$ cat config.mk
export PLATFORM = sky130hd
export DESIGN_NAME = ins_page_loader
export DESIGN_NICKNAME = d
export VERILOG_FILES = /design/src/rtl/ins_page_loader.sv
export SDC_FILE = /design/constraint.sdc
export NUM_CORES = 1
export LEC_CHECK = 0
export CAP_MARGIN = 0
export CORE_UTILIZATION = 46
export CTS_CLUSTER_SIZE = 25
export DETAILED_ROUTE_END_ITERATION = 8
export HOLD_SLACK_MARGIN = 0.08
export PLACE_DENSITY = 0.87
export SLEW_MARGIN = 10
export SYNTH_ARGS = -nofsm -noshare
export SYNTH_HDL_FRONTEND = slang
export SYNTH_SLANG_ARGS = --single-unit
$ cat constraint.sdc
create_clock -name clk -period 6.9 [get_ports clk]
set_input_delay 1.38 -clock clk [delete_from_list [all_inputs] [get_ports clk]]
set_output_delay 1.38 -clock clk [all_outputs]
set_load 0.05 [all_outputs]
$ cat src/rtl/ins_page_loader.sv
`default_nettype none
// ins_page_loader: instruction-cache refill controller. It fetches ISA_DEPTH-instruction
// pages from DDR into the cache RAM whenever the PC leaves the resident page.
module ins_page_loader #(
  parameter int ADDR_WIDTH_MEM  = 16,
  parameter int ISA_DEPTH       = 64,
  parameter int TOTAL_ISA_DEPTH = 128,
  parameter int DDR_ADDR_WIDTH  = 28,
  parameter int DATA_WIDTH      = 64,
  parameter int ISA_DDR_BASE    = 0
) (
  input  logic                      clk,
  input  logic                      rst,
  input  logic [ADDR_WIDTH_MEM-1:0] addr_ins,
  output logic                      ins_cache_rdy,
  output logic [3:0]                st_cur_ins_cache,
  output logic [9:0]                load_times,
  output logic                      ins_out_of_range,
  output logic                      ddr_rd_req,
  output logic [DDR_ADDR_WIDTH-1:0] ddr_rd_addr,
  input  logic                      ddr_rd_gnt,
  input  logic                      ddr_rd_data_valid,
  input  logic [DATA_WIDTH-1:0]     ddr_rd_data,
  output logic                      cache_wr_en,
  output logic [ADDR_WIDTH_MEM-1:0] cache_wr_addr,
  output logic [DATA_WIDTH-1:0]     cache_wr_data
);

  localparam logic [3:0] INIT      = 4'd1;
  localparam logic [3:0] LOAD_REQ  = 4'd2;
  localparam logic [3:0] SENT_INS  = 4'd3;
  localparam logic [3:0] LOAD_DATA = 4'd4;

  localparam int BEAT_W     = $clog2(ISA_DEPTH);
  localparam int PAGE_SHIFT = $clog2(ISA_DEPTH * 8);
  localparam logic [ADDR_WIDTH_MEM:0]   TOTAL     = (ADDR_WIDTH_MEM + 1)'(TOTAL_ISA_DEPTH);
  localparam logic [DDR_ADDR_WIDTH-1:0] DDR_BASE  = DDR_ADDR_WIDTH'(ISA_DDR_BASE);
  localparam logic [BEAT_W-1:0]         LAST_BEAT = BEAT_W'(ISA_DEPTH - 1);

  logic [3:0]                state, state_nxt;
  logic [9:0]                resident_page, target_page, target_nxt, page;
  logic [BEAT_W-1:0]         beat_cnt;
  logic                      last_wr;
  logic                      in_range, need_load, beat_acc, last_beat;
  logic                      req_nxt, rdy_nxt;
  logic [DDR_ADDR_WIDTH-1:0] ddr_addr_nxt;

  assign page      = 10'(addr_ins >> BEAT_W);
  assign in_range  = {1'b0, addr_ins} < TOTAL;
  assign need_load = in_range && (page != resident_page);
  // Beats are taken only while the final write of the page is not yet out.
  assign beat_acc  = (state == LOAD_DATA) && ddr_rd_data_valid && !last_wr;
  assign last_beat = beat_acc && (beat_cnt == LAST_BEAT);
  assign st_cur_ins_cache = state;

  always_ff @(posedge clk or posedge rst) begin
    if (rst) begin
      state <= INIT;
    end else begin
      state <= state_nxt;
    end
  end

  always_comb begin
    state_nxt  = state;
    target_nxt = target_page;
    case (state)
      INIT: begin
        state_nxt  = LOAD_REQ;
        target_nxt = 10'd0;
      end
      LOAD_REQ:  if (ddr_rd_gnt) state_nxt = LOAD_DATA;
      LOAD_DATA: if (last_wr) state_nxt = SENT_INS;
      SENT_INS: begin
        if (need_load) begin
          state_nxt  = LOAD_REQ;
          target_nxt = page;
        end
      end
      default: state_nxt = INIT;
    endcase
  end

  always_comb begin
    req_nxt      = (state_nxt == LOAD_REQ);
    rdy_nxt      = (state_nxt == SENT_INS);
    ddr_addr_nxt = DDR_BASE + (DDR_ADDR_WIDTH'(target_nxt) << PAGE_SHIFT);
  end

  always_ff @(posedge clk or posedge rst) begin
    if (rst) begin
      ddr_rd_req    <= 1'b0;
      ins_cache_rdy <= 1'b0;
      ddr_rd_addr   <= '0;
    end else begin
      ddr_rd_req    <= req_nxt;
      ins_cache_rdy <= rdy_nxt;
      ddr_rd_addr   <= ddr_addr_nxt;
    end
  end

  always_ff @(posedge clk or posedge rst) begin
    if (rst) begin
      target_page      <= 10'd0;
      resident_page    <= 10'd0;
      beat_cnt         <= '0;
      last_wr          <= 1'b0;
      load_times       <= 10'd0;
      ins_out_of_range <= 1'b0;
      cache_wr_en      <= 1'b0;
      cache_wr_addr    <= '0;
      cache_wr_data    <= '0;
    end else begin
      target_page      <= target_nxt;
      ins_out_of_range <= !in_range;
      cache_wr_en      <= beat_acc;
      last_wr          <= last_beat;
      if (beat_acc) begin
        cache_wr_addr <= ADDR_WIDTH_MEM'(beat_cnt);
        cache_wr_data <= ddr_rd_data;
        beat_cnt      <= last_beat ? '0 : beat_cnt + 1'b1;
      end
      if (last_beat) begin
        resident_page <= target_page;
        load_times    <= (target_page == 10'd1023) ? 10'd1023 : target_page + 10'd1;
      end
    end
  end

endmodule
`default_nettype wire
==> impl_metrics.yaml, run 1 <==
outcome:
  status: "completed"
setup_path:
  path_delay_family: "buffers and inverters"
  worst_ep_required_time_ps: 5520
  reg2reg_depth: 5
  critPathMaxFanout: 13
  endpoint_kind: "primary output"
  criticalPathCategory: "flip-flop to primary output"
  critPathMaxStageDelay_ps: 890
  crit_buf_inv: 1
  startpoint: "st_cur_ins_cache[1]"
  ff2ff_setup_slack_ps: 4230
  crit_slowest_cell: "clkdlybuf4s50_1"
  reg2reg_to: "beat_cnt[2]"
  crit_chain: "clkdlybuf4s50_1"
  worstSetupStartpointType: "flip-flop"
  rr_startpoint: "st_cur_ins_cache[1]"
  cp.arrival_ps: 1970
  cp.depth: 1
timing:
  clock_skew_ps: 8.11
  finalSetupTns_ps: 0
  fin_crit_ps: 3350
  post-route-period-util: 0.486
  hold_viol_final: 0
  relSlewSlack: 0.204
  max_freq_mhz: 298
  fin_ws_ps: 3550
  tightest_slew_ps: 1190
  whs_ps: 471
  rsz0062_at_grt: "no"
  slew_viol_final: 0
  setup_viol: 0
drt:
  remaining_drc_errors: 0
  wl_um: 12300
  post_drt_wl_per_cell_um: 14.9
  dr.first_iter.drc_count: 235
  via_per_inst: 4.92
  antenna_left: 0
  dr.pass1.iters: 5
  via_count: 4083
synthesis:
  synth.distinct_cells: 48
  yosys-top-cells-area: "dfrtp_1, nand2_1, buf_4, xor2_1, mux2_1"
  synthFlopType: "dfrtp_1"
  syn_inst: 503
  synth_area_leader_cell: "dfrtp_1"
  synth_edf_count: 0
  ys_seq_area_frac: 0.587
  synth_area_per_cell_um2: 9.75
  async_flop_share: 1.00
  synth_top_area_frac: 0.582
  yosys_register_bits: 115
  ys_warn_count: 0
  syn-cell-area_um2: 4900
clock_network:
  cts.reportedPaths.clkPinSlew_ps: 50
  post_cts_buffers: 0
  cts_tree: "yes"
  ctsResizeCount: 0
  ctsLongestPathBuffers: 2
  cts_sinks: 115
  cts_hold_buffers: 0
  cts_root_buf: "clkbuf_8"
  cts_made_buffers: 17
  clock_latency_ps: 500
  htreeDepth: 4
min_path:
  min_from: "cache_wr_data[61]"
  hold_class: "flip-flop to flip-flop"
  whs_path_depth: 2
  worstHoldEndpoint: "cache_wr_data[61]"
cells_and_area:
  num_antenna_cells: 0
  layout-drive-gt1-share: 0.0648
  synthToLayoutAreaGrowth_pct: 47.5
  nets: 767
  layoutNonFillerInstCount: 830
place:
  dp_slack_ps: 3160
  gp_congestion: 0.873
  dpl.cell_count: 798
  dp_hpwl_um: 8490
  portBuffers: 175
grt:
  antenna_found_initial: 0
  grt_max_degree: 76
  grt_pass1_vias: 4341
  gr-usage-all-layers: 0.233
  grt.overflow.total: 0
  grt_pass1_wl_um: 20200
die:
  io_pins: 210
  fp.coreArea_um2: 10300
  start_util: 0.475
  die_area_um2: 11100
  die_h_um: 105
  row_count: 37
  die_x_um: 105
power:
  cellLeakagePower_nw: 3.56
  power_density_nw_per_um2: 261
  ir_drop_mv: 0.138
job:
  cap_violations: 0
==> layer usage <==
metal	track usage	share of wire	wire length (um)	vias up
met4	0.0986	0.018	225	0
met3	0.0804	0.070	864	26
met2	0.396	0.52	6380	173
met5	0	0	0	-
met1	0.267	0.39	4870	1961
li1	-	-	-	1923
==> cell usage after synthesis, types with 2 or more instances <==
library cell	count
buf_1	5
nand4b_1	2
a21oi_1	4
nand4_1	3
mux2_1	9
o21ai_0	3
nor2_1	7
clkbuf_1	12
nor3_1	5
nand3_1	4
a2bb2oi_1	8
dfrtp_1	114
inv_1	6
ha_1	2
a31oi_1	2
nand2_1	226
buf_4	29
xnor2_1	4
nor4_1	3
and3_1	2
xor2_1	14
mux2_2	4
a21boi_0	10
==> sequential cells by signal, indices dropped and copies added (netlist names) <==
name,count
st_cur_ins_cache,4
ddr_rd_req,1
beat_cnt,6
last_wr,1
resident_page,10
cache_wr_data,64
ins_cache_rdy,1
cache_wr_en,1
ins_out_of_range,1
load_times,10
ddr_rd_addr,10
cache_wr_addr,6
==> through the flow <==
stage / util / cell area, um2 / power (mW)
detailed placement: 0.645 / 6660 / 1.07
global route: 0.701 / 7230 / 1.96
global placement: 0.645 / 6660 / 1.06
CTS: 0.701 / 7230 / 1.91
finish: 0.701 / 7230 / 1.89
floorplan: - / 5010 / 0.950
==> worst max-delay path by stage <==
stage / to / slack [ps]
after floorplan: beat_cnt[0] / 2480
after global placement: beat_cnt[2] / 3170
after detailed placement: resident_page[4] / 3160
after CTS: st_cur_ins_cache[0] / 3540
after global routing: st_cur_ins_cache[0] / 3500
final: st_cur_ins_cache[1] / 3550
==> cells in the final DEF (no fill, tap or decap), types with 5 or more instances in the layout <==
cell / count
clkbuf_16: 16
conb_1: 29
xor2_1: 14
nor3_1: 5
nand2_1: 226
a2bb2oi_1: 8
clkdlybuf4s50_1: 175
nor2_1: 7
dfrtp_1: 114
inv_1: 5
mux2_1: 9
clkinv_2: 6
a21boi_0: 10
==> logic make-up after synthesis <==
logic type,share of synthesized area
adders and majority gates,0.00510
other,0.000765
DFF,0.587
and+or+nand+nor,0.226
xor gates and xnor gates,0.0321
buffers and inverters,0.0650
AOI/OAI and AO/OA,0.0541
muxes,0.0298
==> power breakdown <==
group	switching, mW	internal (mW)
clock network	0.293	0.538
registers	0.0290	0.709
logic	0.212	0.110
==> layout make-up <==
cell class,count,area [um2]
clock buffer,22,463
clock inverter,10,106
fill,742,3090
inverter,7,28.8
multi-input combinational,362,1810
sequential,115,2880
tap,136,170
timing repair buffer,178,1770
==> worst reg2reg max path, stage by stage (launching register included) <==
cell and delay (ps):
dfrtp_1 520, nor2_1 330, nand4_4 340, inv_2 980, nand2_1 210, xnor2_1 170
Power figures use the tool's default switching activity.
==> inputs of run 2 (changes only) <==
--- a/config.mk
+++ b/config.mk
@@ -6,11 +6,11 @@
 export NUM_CORES = 1
 export LEC_CHECK = 0
 export CAP_MARGIN = 0
-export CORE_UTILIZATION = 46
+export CORE_UTILIZATION = 38
 export CTS_CLUSTER_SIZE = 25
 export DETAILED_ROUTE_END_ITERATION = 8
 export HOLD_SLACK_MARGIN = 0.08
-export PLACE_DENSITY = 0.87
+export PLACE_DENSITY = 0.77
 export SLEW_MARGIN = 10
 export SYNTH_ARGS = -nofsm -noshare
 export SYNTH_HDL_FRONTEND = slang
==> constraint.sdc (replaced) <==
create_clock -name clk -period 3 [get_ports clk]
set_input_delay 0.6 -clock clk [delete_from_list [all_inputs] [get_ports clk]]
set_output_delay 0.6 -clock clk [all_outputs]
set_load 0.05 [all_outputs]
==> run 2 against run 1 <==
Compared with the run above: global-route usage shrank 3.9 points; register-to-register slack lost 3400 ps; hold slack lost 2.4 ps; total power grew 140%; combinational power grew 130%; first-iteration DRC count shrank 21%; via count shrank 1.8%; die area grew 21%; highest routed layer unchanged.
==> impl_metrics.yaml, run 2 (synthesis results as in run 1) <==
grt:
  grt_pass1_vias: 4128
  grt.overflow.total: 0
  gr-usage-all-layers: 0.194
  grt_pass1_wl_um: 19800
  grt_max_degree: 66
  antenna_found_initial: 0
cells_and_area:
  fin_area_um2: 7390
  synthToLayoutAreaGrowth_pct: 50.7
  most-common-layout-cells: "nand2_1, clkdlybuf4s50_1, dfrtp_1"
  layout-drive-gt1-share: 0.0731
  top_register: "cache_wr_data"
  layout_commonest_cell: "nand2_1"
  num_antenna_cells: 0
  nets: 771
  largest_reg_flops: 64
clock_network:
  cts_tree: "yes"
  cts_hold_buffers: 0
  htreeDepth: 4
  cts.reportedPaths.clkPinSlew_ps: 60
  cts_root_buf: "clkbuf_16"
  ctsResizeCount: 0
  cts_sinks: 115
  ctsLongestPathBuffers: 2
  clock_latency_ps: 420
  cts_made_buffers: 17
  post_cts_buffers: 0
min_path:
  min_from: "cache_wr_addr[3]"
  worstHoldEndpoint: "cache_wr_addr[3]"
  hold_class: "flip-flop to flip-flop"
  whs_path_depth: 2
place:
  gp_congestion: 0.753
  portBuffers: 175
  dpl_cell_area_um2: 6780
  dp_slack_ps: 497
  dp_hpwl_um: 8510
timing:
  setup_viol: 0
  hold_viol_final: 0
  fin_ws_ps: 518
  whs_ps: 469
  max_freq_mhz: 403
  slew_viol_final: 0
  finalSetupTns_ps: 0
  tightest_slew_ps: 613
  clock_skew_ps: 6.72
  post-route-period-util: 0.827
  relSlewSlack: 0.590
  rsz0062_at_grt: "no"
  fin_crit_ps: 2480
power:
  p_switching_mw: 1.26
  internal_power_mw: 3.23
  seq_power_share: 0.377
  ir_drop_mv: 0.367
  power_density_nw_per_um2: 608
  combPwrFrac: 0.165
  p_total_mw: 4.49
  cellLeakagePower_nw: 3.60
  p_sw_frac: 0.281
  clkPwrFrac: 0.458
setup_path:
  criticalPathCategory: "flip-flop to primary output"
  path_delay_family: "buffers and inverters"
  reg2reg_depth: 5
  crit_buf_inv: 1
  worst_ep_required_time_ps: 2400
  critPathMaxStageDelay_ps: 880
  crit_chain: "clkdlybuf4s50_1"
  crit_slowest_cell: "clkdlybuf4s50_1"
  endpoint_kind: "primary output"
  critPathMaxFanout: 12
  reg2reg_to: "load_times[9]"
  ff2ff_setup_slack_ps: 800
  rr_startpoint: "st_cur_ins_cache[1]"
  worstSetupStartpointType: "flip-flop"
  cp.arrival_ps: 1880
drt:
  post_drt_wl_per_cell_um: 13.8
  antenna_left: 0
  via_count: 4008
  dr.first_iter.drc_count: 185
  dr_wl_met2_um: 5880
  remaining_drc_errors: 0
  wl_um: 12000
  wl_met3_um: 1060
  wirelength_met1_um: 4860
  via_per_inst: 4.61
  dr.pass1.iters: 4
  top_layer: "met4"
outcome:
  status: "completed"
die:
  die_area_um2: 13400
  die_h_um: 116
  die_x_um: 116
  fp.coreArea_um2: 12600
  start_util: 0.389
  row_count: 41
  io_pins: 210
job:
  cap_violations: 0
run 2: stage by stage:
step | utilization | std cells
CTS | 0.586 | 870
finish | 0.586 | 870
detailed placement | 0.537 | 838
floorplan | - | 531
global placement | 0.537 | 838
global route | 0.586 | 870
run 2: final cells by class:
class                           instances  area, um2
Tap cell                              172        215
Clock inverter                         13        159
Timing Repair Buffer                  182       1840
Sequential cell                       115       2880
Multi-Input combinational cell        362       1810
Clock buffer                           19        453
Fill cell                            1070       5230
Inverter                                7       30.0
run 2: per-layer routing:
layer / global-route usage / up-vias
met3: 0.0785 / 18
met2: 0.326 / 161
met1: 0.221 / 1896
li1: - / 1933
met4: 0.0752 / 0
met5: 0 / -
run 2: tightest hold or removal path, stage by stage, from the launching register on:
cell     delay (ps)
dfrtp_1         340
nand2_1          50
nand2_1          50
run 2: worst max path at each step:
stage / from / end / cells after the start
after global routing: st_cur_ins_cache[2] / st_cur_ins_cache[2] / 1
after floorplan: st_cur_ins_cache[1] / resident_page[4] / 5
after global placement: ddr_rd_data_valid / load_times[9] / 5
after CTS: st_cur_ins_cache[2] / st_cur_ins_cache[2] / 1
final: st_cur_ins_cache[2] / st_cur_ins_cache[2] / 1
after detailed placement: addr_ins[7] / ddr_rd_addr[14] / 5
run 2: power by group through the flow:
stage / clock [mW] / sequential [mW] / combinational [mW]
after detailed placement: 0 / 1.72 / 0.745
after global placement: 0 / 1.71 / 0.737
after global routing: 2.18 / 1.70 / 0.787
after floorplan: 0 / 1.97 / 0.217
final: 2.06 / 1.69 / 0.741
after CTS: 2.10 / 1.69 / 0.747
==> inputs of run 3 (changes only) <==
==> constraint.sdc (replaced) <==
create_clock -name clk -period 2.1 [get_ports clk]
set_input_delay 0.42 -clock clk [delete_from_list [all_inputs] [get_ports clk]]
set_output_delay 0.42 -clock clk [all_outputs]
set_load 0.05 [all_outputs]
==> run 3 against run 2 <==
Compared with the run above: worst setup slack got worse by 460 ps; sequential cell count unchanged; sequential power increased by 42%; routed wire length increased by 0.90%; register-to-register slack got worse by 570 ps.
==> impl_metrics.yaml, run 3 (synthesis results as in run 1) <==
outcome:
  status: "completed"
timing:
  relSlewSlack: 0.633
  clock_skew_ps: 8.31
  tightest_slew_ps: 548
  slew_viol_final: 0
  post-route-period-util: 0.971
  fin_crit_ps: 2040
  rsz0062_at_grt: "no"
  setup_viol: 0
  hold_viol_final: 0
  max_freq_mhz: 490
grt:
  grt.overflow.total: 0
  gr-usage-all-layers: 0.193
  grt_pass1_wl_um: 19500
  grt_max_degree: 63
  grt_pass1_vias: 4059
  antenna_found_initial: 0
setup_path:
  worstSetupEndpoint: "ddr_rd_addr[9]"
  cp.depth: 1
  path_delay_family: "buffers and inverters"
  critPathMaxFanout: 3
  cp.arrival_ps: 1620
  rr_startpoint: "last_wr"
  criticalPathCategory: "flip-flop to primary output"
  critPathMaxStageDelay_ps: 820
  reg2reg_to: "resident_page[4]"
  crit_chain: "clkdlybuf4s50_1"
  crit_slowest_cell: "clkdlybuf4s50_1"
  worst_ep_required_time_ps: 1680
  startpoint: "ddr_rd_addr[9]"
  endpoint_kind: "primary output"
  reg2reg_depth: 5
  ff2ff_setup_slack_ps: 230
  worstSetupStartpointType: "flip-flop"
  crit_buf_inv: 1
die:
  die_area_um2: 13400
  die_h_um: 116
  fp.coreArea_um2: 12600
  row_count: 41
  die_x_um: 116
  io_pins: 210
  start_util: 0.389
place:
  portBuffers: 175
  dpl_cell_area_um2: 6850
  dp_hpwl_um: 8600
  dpl.cell_count: 850
  gp_congestion: 0.798
cells_and_area:
  layout-drive-gt1-share: 0.0972
  regArea_um2: 2880
  final_util: 0.589
  top_register: "cache_wr_data"
  layoutNonFillerInstCount: 882
  largest_reg_flops: 64
  synthToLayoutAreaGrowth_pct: 51.5
  fin_area_um2: 7430
  most-common-layout-cells: "nand2_1, clkdlybuf4s50_1, dfrtp_1"
  fill_cells: 1082
  layout_commonest_cell: "nand2_1"
  multiInputGateArea_um2: 1810
  num_antenna_cells: 0
  nets: 783
drt:
  via_count: 4107
  post_drt_wl_per_cell_um: 13.8
  antenna_left: 0
  remaining_drc_errors: 0
  via_per_inst: 4.66
  dr.first_iter.drc_count: 204
  wl_um: 12100
  dr.pass1.iters: 6
clock_network:
  htreeDepth: 4
  ctsLongestPathBuffers: 2
  cts.reportedPaths.clkPinSlew_ps: 50
  cts_made_buffers: 17
  cts_tree: "yes"
  post_cts_buffers: 0
  clock_latency_ps: 410
  cts_hold_buffers: 0
  cts_root_buf: "clkbuf_16"
  ctsResizeCount: 9
  cts_sinks: 115
power:
  ir_drop_mv: 0.418
  cellLeakagePower_nw: 3.71
  power_density_nw_per_um2: 853
min_path:
  hold_class: "primary input to asynchronous set/reset pin"
job:
  cap_violations: 0
## run 3: cell count changes in the layout (fill, tap and decap cells not counted), sizes merged
cell,delta
clkinv,-1
bufinv,-1
dlygate4sd2,+9
clkinvlp,-1
clkbuf,+3
buf,+19
clkdlybuf4s50,-16
## run 3: where the power goes
group / total (mW) / internal [mW] / switching [mW] / leakage, nW
registers: 2.40 / 2.33 / 0.0714 / 1.58
clock network: 2.83 / 1.85 / 0.976 / 0.291
logic: 1.10 / 0.385 / 0.718 / 1.84
## run 3: how the worst min path moves through the flow
stage / to / slack (ps) / cells past startpoint
6_report: cache_wr_data[6] / 460 / 3
5_1_grt: cache_wr_data[6] / 490 / 2
4_1_cts: cache_wr_data[47] / 460 / 3
3_5_place_dp: cache_wr_data[29] / 460 / 2
3_3_place_gp: cache_wr_data[8] / 460 / 2
2_1_floorplan: beat_cnt[2] / 480 / 1
## run 3: cell type report
class | instances | area share
well taps | 172 | 0.0290
repair buffers | 194 | 0.256
clock inverters | 10 | 0.0141
multi-input cells | 362 | 0.244
inverters | 7 | 0.00404
flip-flops and latches | 115 | 0.388
clock buffers | 22 | 0.0652
## run 3: worst min-delay path, delay by kind of cell
family	cells	cell delay, ps
buffers and inverters	3	830
## run 3: per-stage QoR
stage	total power [mW]	setup WS, ps	setup TNS [ps]	hold WS (ps)
final	6.33	60.0	0	462
after global routing	6.58	10.6	0	489
after CTS	6.41	40.6	0	465
after detailed placement	3.54	-11.0	-13.2	462
after global placement	3.52	26.7	0	459
after floorplan	3.12	3.45	0	478
## run 3: routing by layer
| metal | vias up | GRT usage | part of all wire |
|---|---|---|---|
| li1 | 1952 | - | - |
| met1 | 1976 | 0.224 | 0.40 |
| met2 | 160 | 0.317 | 0.50 |
| met3 | 19 | 0.0758 | 0.084 |
| met4 | 0 | 0.0863 | 0.015 |
| met5 | - | 0 | 0 |
